--- src/rtl/fft_pitch_tracker.sv ---
// fft_pitch_tracker: searches each FFT frame of magnitude-squared bins for the
// strongest bin in [K_MIN, K_MAX]. It publishes that bin as a pitch once
// N_CONFIRM consecutive voiced frames have peaks within TOL bins of each other.
// Incoming bins pass through one input register before the peak search. The
// result therefore loads two edges after the edge that samples the last bin:
// one edge to finish the search and enter DECIDE, and one edge to end DECIDE.
module fft_pitch_tracker #(
  parameter int unsigned W         = 33,
  parameter int unsigned NSamples  = 1024,
  parameter int unsigned K_MIN     = 1,
  parameter int unsigned K_MAX     = 511,
  parameter int unsigned THRESH    = 1024,
  parameter int unsigned N_CONFIRM = 3,
  parameter int unsigned TOL       = 2,
  localparam int unsigned KW       = $clog2(NSamples)
) (
  input  logic          clk,
  input  logic          reset,
  input  logic [W-1:0]  mag,
  input  logic          mag_valid,
  output logic [KW-1:0] pitch_data,
  output logic          pitch_valid,
  input  logic          pitch_ready,
  output logic [W-1:0]  peak_mag,
  output logic          voiced,
  output logic          frame_done,
  output logic          overrun
);

  localparam logic [KW-1:0] LAST_K = KW'(NSamples - 1);
  localparam logic [KW-1:0] KMIN_K = KW'(K_MIN);
  localparam logic [KW-1:0] KMAX_K = KW'(K_MAX);
  localparam logic [KW:0]   TOL_D  = (KW+1)'(TOL);
  localparam logic [3:0]    NCONF  = 4'(N_CONFIRM);
  localparam logic [W-1:0]  THR    = W'(THRESH);

  typedef enum logic {ACCUM, DECIDE} state_t;

  state_t        r_state;
  logic          r_in_v;
  logic [W-1:0]  r_in_mag;
  logic [KW-1:0] r_k;
  logic [KW-1:0] r_best_k;
  logic [W-1:0]  r_best_mag;
  logic [KW-1:0] r_prev_k;
  logic          r_prev_ok;
  logic [3:0]    r_cnt;
  logic [W-1:0]  r_peak_mag;
  logic          r_voiced;
  logic          r_frame_done;
  logic [KW-1:0] r_pitch_data;
  logic          r_pitch_valid;
  logic          r_overrun;

  logic          w_in_range;
  logic          w_last;
  logic          w_voiced;
  logic [KW:0]   w_dist;
  logic          w_consistent;
  logic [3:0]    w_cnt_next;
  logic          w_publish;

  assign w_in_range = (r_k >= KMIN_K) && (r_k <= KMAX_K);
  assign w_last     = r_in_v && (r_k == LAST_K);
  assign w_voiced   = (r_best_mag >= THR);

  // Unsigned absolute bin distance, one bit wider than a bin index so it cannot wrap
  always_comb begin
    w_dist = '0;
    if ({1'b0, r_best_k} >= {1'b0, r_prev_k})
      w_dist = {1'b0, r_best_k} - {1'b0, r_prev_k};
    else
      w_dist = {1'b0, r_prev_k} - {1'b0, r_best_k};
  end

  assign w_consistent = r_prev_ok && (w_dist <= TOL_D);

  // Next confirmation count for the frame being decided
  always_comb begin
    w_cnt_next = '0;
    if (w_voiced) begin
      if (w_consistent)
        w_cnt_next = (r_cnt >= NCONF) ? NCONF : r_cnt + 4'd1;
      else
        w_cnt_next = 4'd1;
    end
  end

  assign w_publish = (r_state == DECIDE) && w_voiced && (w_cnt_next >= NCONF);

  // Input register: one bin per mag_valid, no back-pressure
  always_ff @(posedge clk or negedge reset) begin
    if (!reset) begin
      r_in_v   <= 1'b0;
      r_in_mag <= '0;
    end else begin
      r_in_v   <= mag_valid;
      r_in_mag <= mag;
    end
  end

  // Bin counter, frame FSM and running-peak search
  always_ff @(posedge clk or negedge reset) begin
    if (!reset) begin
      r_state      <= ACCUM;
      r_k          <= '0;
      r_best_k     <= KMIN_K;
      r_best_mag   <= '0;
      r_frame_done <= 1'b0;
    end else begin
      r_frame_done <= 1'b0;
      if (r_in_v)
        r_k <= r_k + 1'b1;
      case (r_state)
        ACCUM: begin
          if (r_in_v && w_in_range && (r_in_mag > r_best_mag)) begin
            r_best_mag <= r_in_mag;
            r_best_k   <= r_k;
          end
          if (w_last) begin
            r_state      <= DECIDE;
            r_frame_done <= 1'b1;
          end
        end
        DECIDE: begin
          // The peak restarts here, and a bin landing in DECIDE is bin 0 of the new frame
          r_state <= ACCUM;
          if (r_in_v && w_in_range && (r_in_mag != '0)) begin
            r_best_mag <= r_in_mag;
            r_best_k   <= r_k;
          end else begin
            r_best_mag <= '0;
            r_best_k   <= KMIN_K;
          end
        end
        default: r_state <= ACCUM;
      endcase
    end
  end

  // Per-frame decision: frame outputs, confirmation count and previous peak
  always_ff @(posedge clk or negedge reset) begin
    if (!reset) begin
      r_peak_mag <= '0;
      r_voiced   <= 1'b0;
      r_cnt      <= '0;
      r_prev_k   <= '0;
      r_prev_ok  <= 1'b0;
    end else if (r_state == DECIDE) begin
      r_peak_mag <= r_best_mag;
      r_voiced   <= w_voiced;
      r_cnt      <= w_cnt_next;
      r_prev_ok  <= w_voiced;
      if (w_voiced)
        r_prev_k <= r_best_k;
    end
  end

  // Pitch output handshake; a new publish wins over a same-edge accept
  always_ff @(posedge clk or negedge reset) begin
    if (!reset) begin
      r_pitch_data  <= '0;
      r_pitch_valid <= 1'b0;
      r_overrun     <= 1'b0;
    end else if (w_publish) begin
      r_pitch_data  <= r_best_k;
      r_pitch_valid <= 1'b1;
      if (r_pitch_valid && !pitch_ready)
        r_overrun <= 1'b1;
    end else if (r_pitch_valid && pitch_ready) begin
      r_pitch_valid <= 1'b0;
    end
  end

  assign pitch_data  = r_pitch_data;
  assign pitch_valid = r_pitch_valid;
  assign peak_mag    = r_peak_mag;
  assign voiced      = r_voiced;
  assign frame_done  = r_frame_done;
  assign overrun     = r_overrun;

endmodule

--- config.mk ---
export PLATFORM = sky130hd
export DESIGN_NAME = fft_pitch_tracker
export DESIGN_NICKNAME = d
export VERILOG_FILES = /design/src/rtl/fft_pitch_tracker.sv
export SDC_FILE = /design/constraint.sdc
export NUM_CORES = 1
export LEC_CHECK = 0
export ABC_AREA = 1
export BUFFER_PORTS_ARGS = -buffer_cell sky130_fd_sc_hd__clkbuf_2
export CAP_MARGIN = 30
export CORE_MARGIN = 2
export CORE_UTILIZATION = 60
export DETAILED_ROUTE_END_ITERATION = 8
export HOLD_SLACK_MARGIN = 0.06
export PLACE_DENSITY = 0.89
export SLEW_MARGIN = 10
export SYNTH_ARGS = -nofsm -noshare
export SYNTH_HDL_FRONTEND = slang
export SYNTH_SLANG_ARGS = --single-unit
export TNS_END_PERCENT = 50
--- constraint.sdc ---
create_clock -name clk -period 4.4 [get_ports clk]
set_input_delay 0.44 -clock clk [delete_from_list [all_inputs] [get_ports clk]]
set_output_delay 0.44 -clock clk [all_outputs]
set_load 0.05 [all_outputs]
# Word-level counts from Yosys, hierarchy flattened
# Index checks and enable logic that the tools add are counted.
totals:
  reg_bits: 149
  out_inout_bits: 47
op_classes:
  addsub: 4
  order_cmp: 8
  n_eq_ne: 2
  n_mux: 15
  bitwise_logic: 1
  n_reduce_logical: 15
ops:
  columns: ["cell", "count"]
  rows:
  - ["two-way mux 33 bit", 2]
  - ["one-hot mux 33 bit (2 select lines)", 1]
  - [">= comparator 33 x 11 -> 1 bit, second input constant", 1]
  - ["greater-than comparator 33 bit", 1]
  - ["nonzero test 33 bit", 1]
  - ["subtractor 10 x 10 -> 11 bit", 2]
  - ["two-way mux 10 bit", 2]
  - ["one-hot mux 10 bit (2 select lines)", 1]
  - ["two-way mux 4 bit", 3]
  - ["less-or-equal comparator 11 x 2 -> 1 bit, second input constant", 1]
  - ["two-way mux 11 bit", 1]
  - ["adder 10 x 1 -> 10 bit, second input constant", 1]
  - ["equality test 10 bit, second input constant", 1]
  - [">= comparator 10 x 1 -> 1 bit, second input constant", 1]
  - [">= comparator 10 bit", 1]
  - ["less-or-equal comparator 10 x 9 -> 1 bit, second input constant", 1]
  - ["logical AND 1 bit", 10]
  - [">= comparator 4 x 2 -> 1 bit, second input constant", 2]
  - ["adder 4 x 1 -> 4 bit, second input constant", 1]
  - ["two-way mux 1 bit", 4]
  - ["AND reduction 2 bit", 2]
  - ["!= test 2 bit, second input constant", 1]
  - ["one-hot mux 1 bit (2 select lines)", 1]
  - ["nonzero test 2 bit", 1]
  - ["2 further kinds", 2]

# Logic depth before layout (Yosys ltp)
logic_depth:
  ltp_word: 9
  mapped_depth: 23

# Worst setup path after synthesis
# OpenSTA, ideal clock, no wires.
synth_timing:
  kind: "reg2reg"
  from: "reg r_best_k[0]"
  to: "reg r_pitch_data[9], in the netlist pitch_data[9]"
  arrival_time_ps: 2437
  required_ps: 4280
  path_slack_ps: 1843
  path_stages_with_launch: 19
  n_path_buf: 1
  period_less_slack_ps: 2557
  path_cell_list: "dfstp_2 ha_1 inv_1 fa_1 nand3_1 nand3_1 nand2_1 nand2_1 a21oi_1 nand2_1 nand2_1 nand2_1 nor2_2 nand3_4 nor2_8 nand3_2 buf_6 nand2_1 o21ai_2"
synth_between:
  elab_chain_cells: 8
  word_cells_on_any_way: 10
  classes_between: "add/sub (2); order compare (3); mux (3); reduce/logical (2)"
synth_rtl:
  columns: ["element", "line_no", "rtl"]
  rows:
  - ["start, declared", "43", "logic [KW-1:0] r_best_k;"]
  - ["start signal, assigned", "118", "r_best_k <= r_k;"]
  - ["start signal, assigned", "130", "r_best_k <= r_k;"]
  - ["subtractor 10 x 10 -> 11 bit, or another cell as far along", "73", "w_dist = {1'b0, r_prev_k} - {1'b0, r_best_k};"]
  - ["two-way mux 11 bit (*)", "70", "if ({1'b0, r_best_k} >= {1'b0, r_prev_k})"]
  - ["less-or-equal comparator 11 x 2 -> 1 bit (*)", "76", "assign w_consistent = r_prev_ok && (w_dist <= TOL_D);"]
  - ["logical AND 1 bit (*)", "76", null]
  - ["two-way mux 4 bit (*)", "82", "if (w_consistent)"]
  - ["two-way mux 4 bit (*)", "81", "if (w_voiced) begin"]
  - [">= comparator 4 x 2 -> 1 bit (*)", "89", "assign w_publish = (r_state == DECIDE) && w_voiced && (w_cnt_next >= NCONF);"]
  - ["logical AND 1 bit (*)", "89", null]
  - ["end signal, assigned", "166", "r_pitch_data <= r_best_k;"]
  - ["end, declared", "51", "logic [KW-1:0] r_pitch_data;"]
# Every way passes the cells marked *; elsewhere a longest branch is shown, timed or not.
# A chain may end at the register's enable or synchronous reset.

# Final worst setup path
layout_timing:
  from: "reg r_best_k[2]"
  to: "reg r_pitch_data[2], in the netlist pitch_data[2]"
layout_between:
  elab_chain_cells: 8
  word_cells_on_any_way: 10
  classes_between: "add/sub (2); order compare (3); mux (3); reduce/logical (2)"
layout_rtl:
  columns: ["element", "line_no"]
  rows:
  - ["subtractor 10 x 10 -> 11 bit, or another cell as far along", "73"]
  - ["two-way mux 11 bit", "70"]
  - ["less-or-equal comparator 11 x 2 -> 1 bit", "76"]
  - ["logical AND 1 bit", "76"]
  - ["two-way mux 4 bit", "82"]
  - ["two-way mux 4 bit", "81"]
  - [">= comparator 4 x 2 -> 1 bit", "89"]
  - ["logical AND 1 bit", "89"]
# Several ways; a longest one is shown, not always the timed one.

==> impl_metrics.toml <==
[outcome]
status = "completed"

[critical_path]
crit_fanout = 13
critPathCaptureType = "register"
r2r_start = "r_best_k[2]"
cpPeakStageDelay_ns = 0.51
startpoint = "r_best_k[2]"
crit_top_cell = "nand2_1"
worst_ep_arrival_time_ns = 3.55
crit_family = "simple AND/OR/NAND/NOR gates"
crit_slowest_cell = "ha_1"
crit_required_ns = 4.72
cp_cell_sequence = "inv_1 -> ha_1 -> nand2_1 -> nor2_2 -> nand2_1 -> nand3_1 -> nand2_1 -> nand2_1 -> nand2_1 -> nor2_1 -> nand3_1 -> nand2_2 -> nand4_1 -> nand3_2 -> nand2_1 -> nand2_1 -> inv_1"
critPathKind = "register to register"
crit_buf_inv = 2
startpoint_type = "register"

[yosys]
synth.distinct_cells = 38
yosys.area.top_type = "dfrtp_1"
synth_nets = 1089
synth.area.top_cells = "dfrtp_1 (46%), nand2_1 (13%), ha_1 (9.0%)"
synth_warnings = 0
async_flop_share = 1.00
syn-cell-area_mm2 = 0.00795
synth_most_common_cell = "nand2_1"
synth-seq-area-share = 0.466
syn_inst = 993
ys_seq_elements = 148
yosys_most_used_dff = "dfrtp_1"
synthTopCellsByCount = "nand2_1 (272), inv_1 (163), dfrtp_1 (147), nand3_1 (75), nor2_1 (60)"
synth-edff-count = 0
yosysTopAreaCellShare = 0.463
synth_area_per_cell_um2 = 8.00

[global_routing]
grt_antenna_before_repair = 0
grt_pass1_wl_um = 30700
grt_pass1_vias = 6609
globalRouteOverflowTotal = 0
grt_use_total = 0.273
grt_max_degree = 110

[drt]
vias = 6800
avgRoutedWirePerCell_um = 14.8
first_pass_iters = 5
drcViolationCount = 0
wl_met1_um = 7840
drt_iter0_markers = 524
met2_length_um = 9470
drt_wl_total_um = 18700
viasPerCell = 5.40
top_layer_used = "met4"
dr_wl_met3_um = 961
drtAntennaViolNets = 0

[timing]
worst_pin_slew_ns = 0.706
skew_ns = 0.00712
hold_viol_final = 0
setup_tns_ns = 0
timing.fmax_mhz = 309
rsz0062_at_grt = "no"
slew_headroom = 0.528
period_share = 0.735
holdWs_ns = 0.115
period_needed_ns = 3.24
slew_violations = 0
setup_violations = 0

[flow_run]
maxCapViolations = 0

[clock_tree]
htreeDepth = 4
clock_latency_ns = 0.43
cts_tree = "built"
cts-buffers-inserted = 17
clk_path_buf_depth = 2
post_cts_buffers = 0
clk_pin_slew_ns = 0.06
cts.sinks = 148
root_buffer = "clkbuf_16"

[hold_path]
hold_start = "mag[28]"
min_path_type = "input port to register"

[die]
start_util = 0.607
die_area_mm2 = 0.0142
die_h_um = 119
core_area_mm2 = 0.0131
num_rows = 42
die_x_um = 119
io_pins = 84

[final_layout]
finalNonFillerCells = 1259
area_growth_pct = 15.4
num_antenna_cells = 0
fin_nets = 1167
drive_above_1_share = 0.148
final_util = 0.701

[placement]
placed_cells = 1225
hpwl_um = 13000
finalWeightedCongestion = 0.987
io_buffers = 83

[power]
power_leakage_nw = 5.08
total_power_mw = 5.09
max-vdd-ir-drop_mv = 0.354
p_per_area_mw_per_mm2 = 556
where the power goes:
part           switching, mW  total, mW  internal (mW)
sequential             0.170       1.75           1.58
combinational           1.22       1.86          0.638
clock                  0.535       1.48          0.947
flip-flops by register name, summed over array words and instances (netlist names), 4 cells and up:
signal,count
r_best_mag,33
r_prev_k,10
peak_mag,33
r_k,10
pitch_data,10
r_best_k,10
r_in_mag,33
r_cnt,4
cell type report:
type / instances / area [um2]
Fill cell: 999 / 3920
Sequential cell: 148 / 3700
Multi-Input combinational cell: 642 / 3460
Inverter: 169 / 634
Timing Repair Buffer: 93 / 539
Clock buffer: 23 / 488
Tap cell: 176 / 220
Clock inverter: 8 / 124
through the flow:
stage	worst slack (ns)	cell area (um2)
finish	1.16	9170
global route	0.900	9170
CTS	1.26	9100
detailed placement	1.28	8490
global placement	1.41	8490
floorplan	1.84	7950
path summary, 6_finish.rpt:
path,depth (start not counted),endpoint,slack [ns]
worst max-delay path,17,pitch_data[2],1.16
worst min-delay path,1,r_in_mag[28],0.12
worst max register to register,17,pitch_data[2],1.16
worst min register to register,1,overrun,0.47
max in group asynchronous,4,r_best_k[0],2.97
min in group asynchronous,2,pitch_valid,0.38
routing by layer:
layer / vias up / global-route usage
li1: 3280 / -
met1: 3243 / 0.337
met2: 235 / 0.474
met3: 42 / 0.0522
met4: 0 / 0.105
met5: - / 0
cells in the final DEF (no fill, tap or decap), types with 3 or more instances in the layout:
cell	count
nor2_2	5
clkbuf_16	17
clkbuf_8	4
nand4_1	31
dfrtp_1	147
nor3_1	8
nand3_1	75
ha_1	57
o21ai_0	49
nand2_1	272
inv_2	5
buf_4	7
bufinv_16	3
inv_1	162
nand2_2	16
xor2_1	10
nand3_2	3
nor4_1	10
nor2_1	60
clkbuf_2	82
a21oi_1	25
repair_timing:
item                      4_1_cts  5_1_grt
resized for setup               0        0
hold buffers                    0        1
hold endpoints to repair        0        9
cell families (layout without fill, tap and decap cells):
family,Yosys count,in the layout,share of synthesized area
XOR/XNOR,10,10,0.0110
flip-flops,148,148,0.466
AND/OR/NAND/NOR,486,486,0.270
buffers and inverters,203,293,0.0992
AO/OA/AOI/OAI,87,87,0.0592
adder cells (fa/ha/maj),59,59,0.0948
worst register-to-register path: cells and delay by family, from the launching register on:
kind                     cells  cell delay, ns
adder cells (fa/ha/maj)      1            0.51
buffers and inverters        2            0.13
flip-flops                   1            0.36
AND/OR/NAND/NOR             14            2.13
No activity file was read; power rests on OpenSTA's default activity.
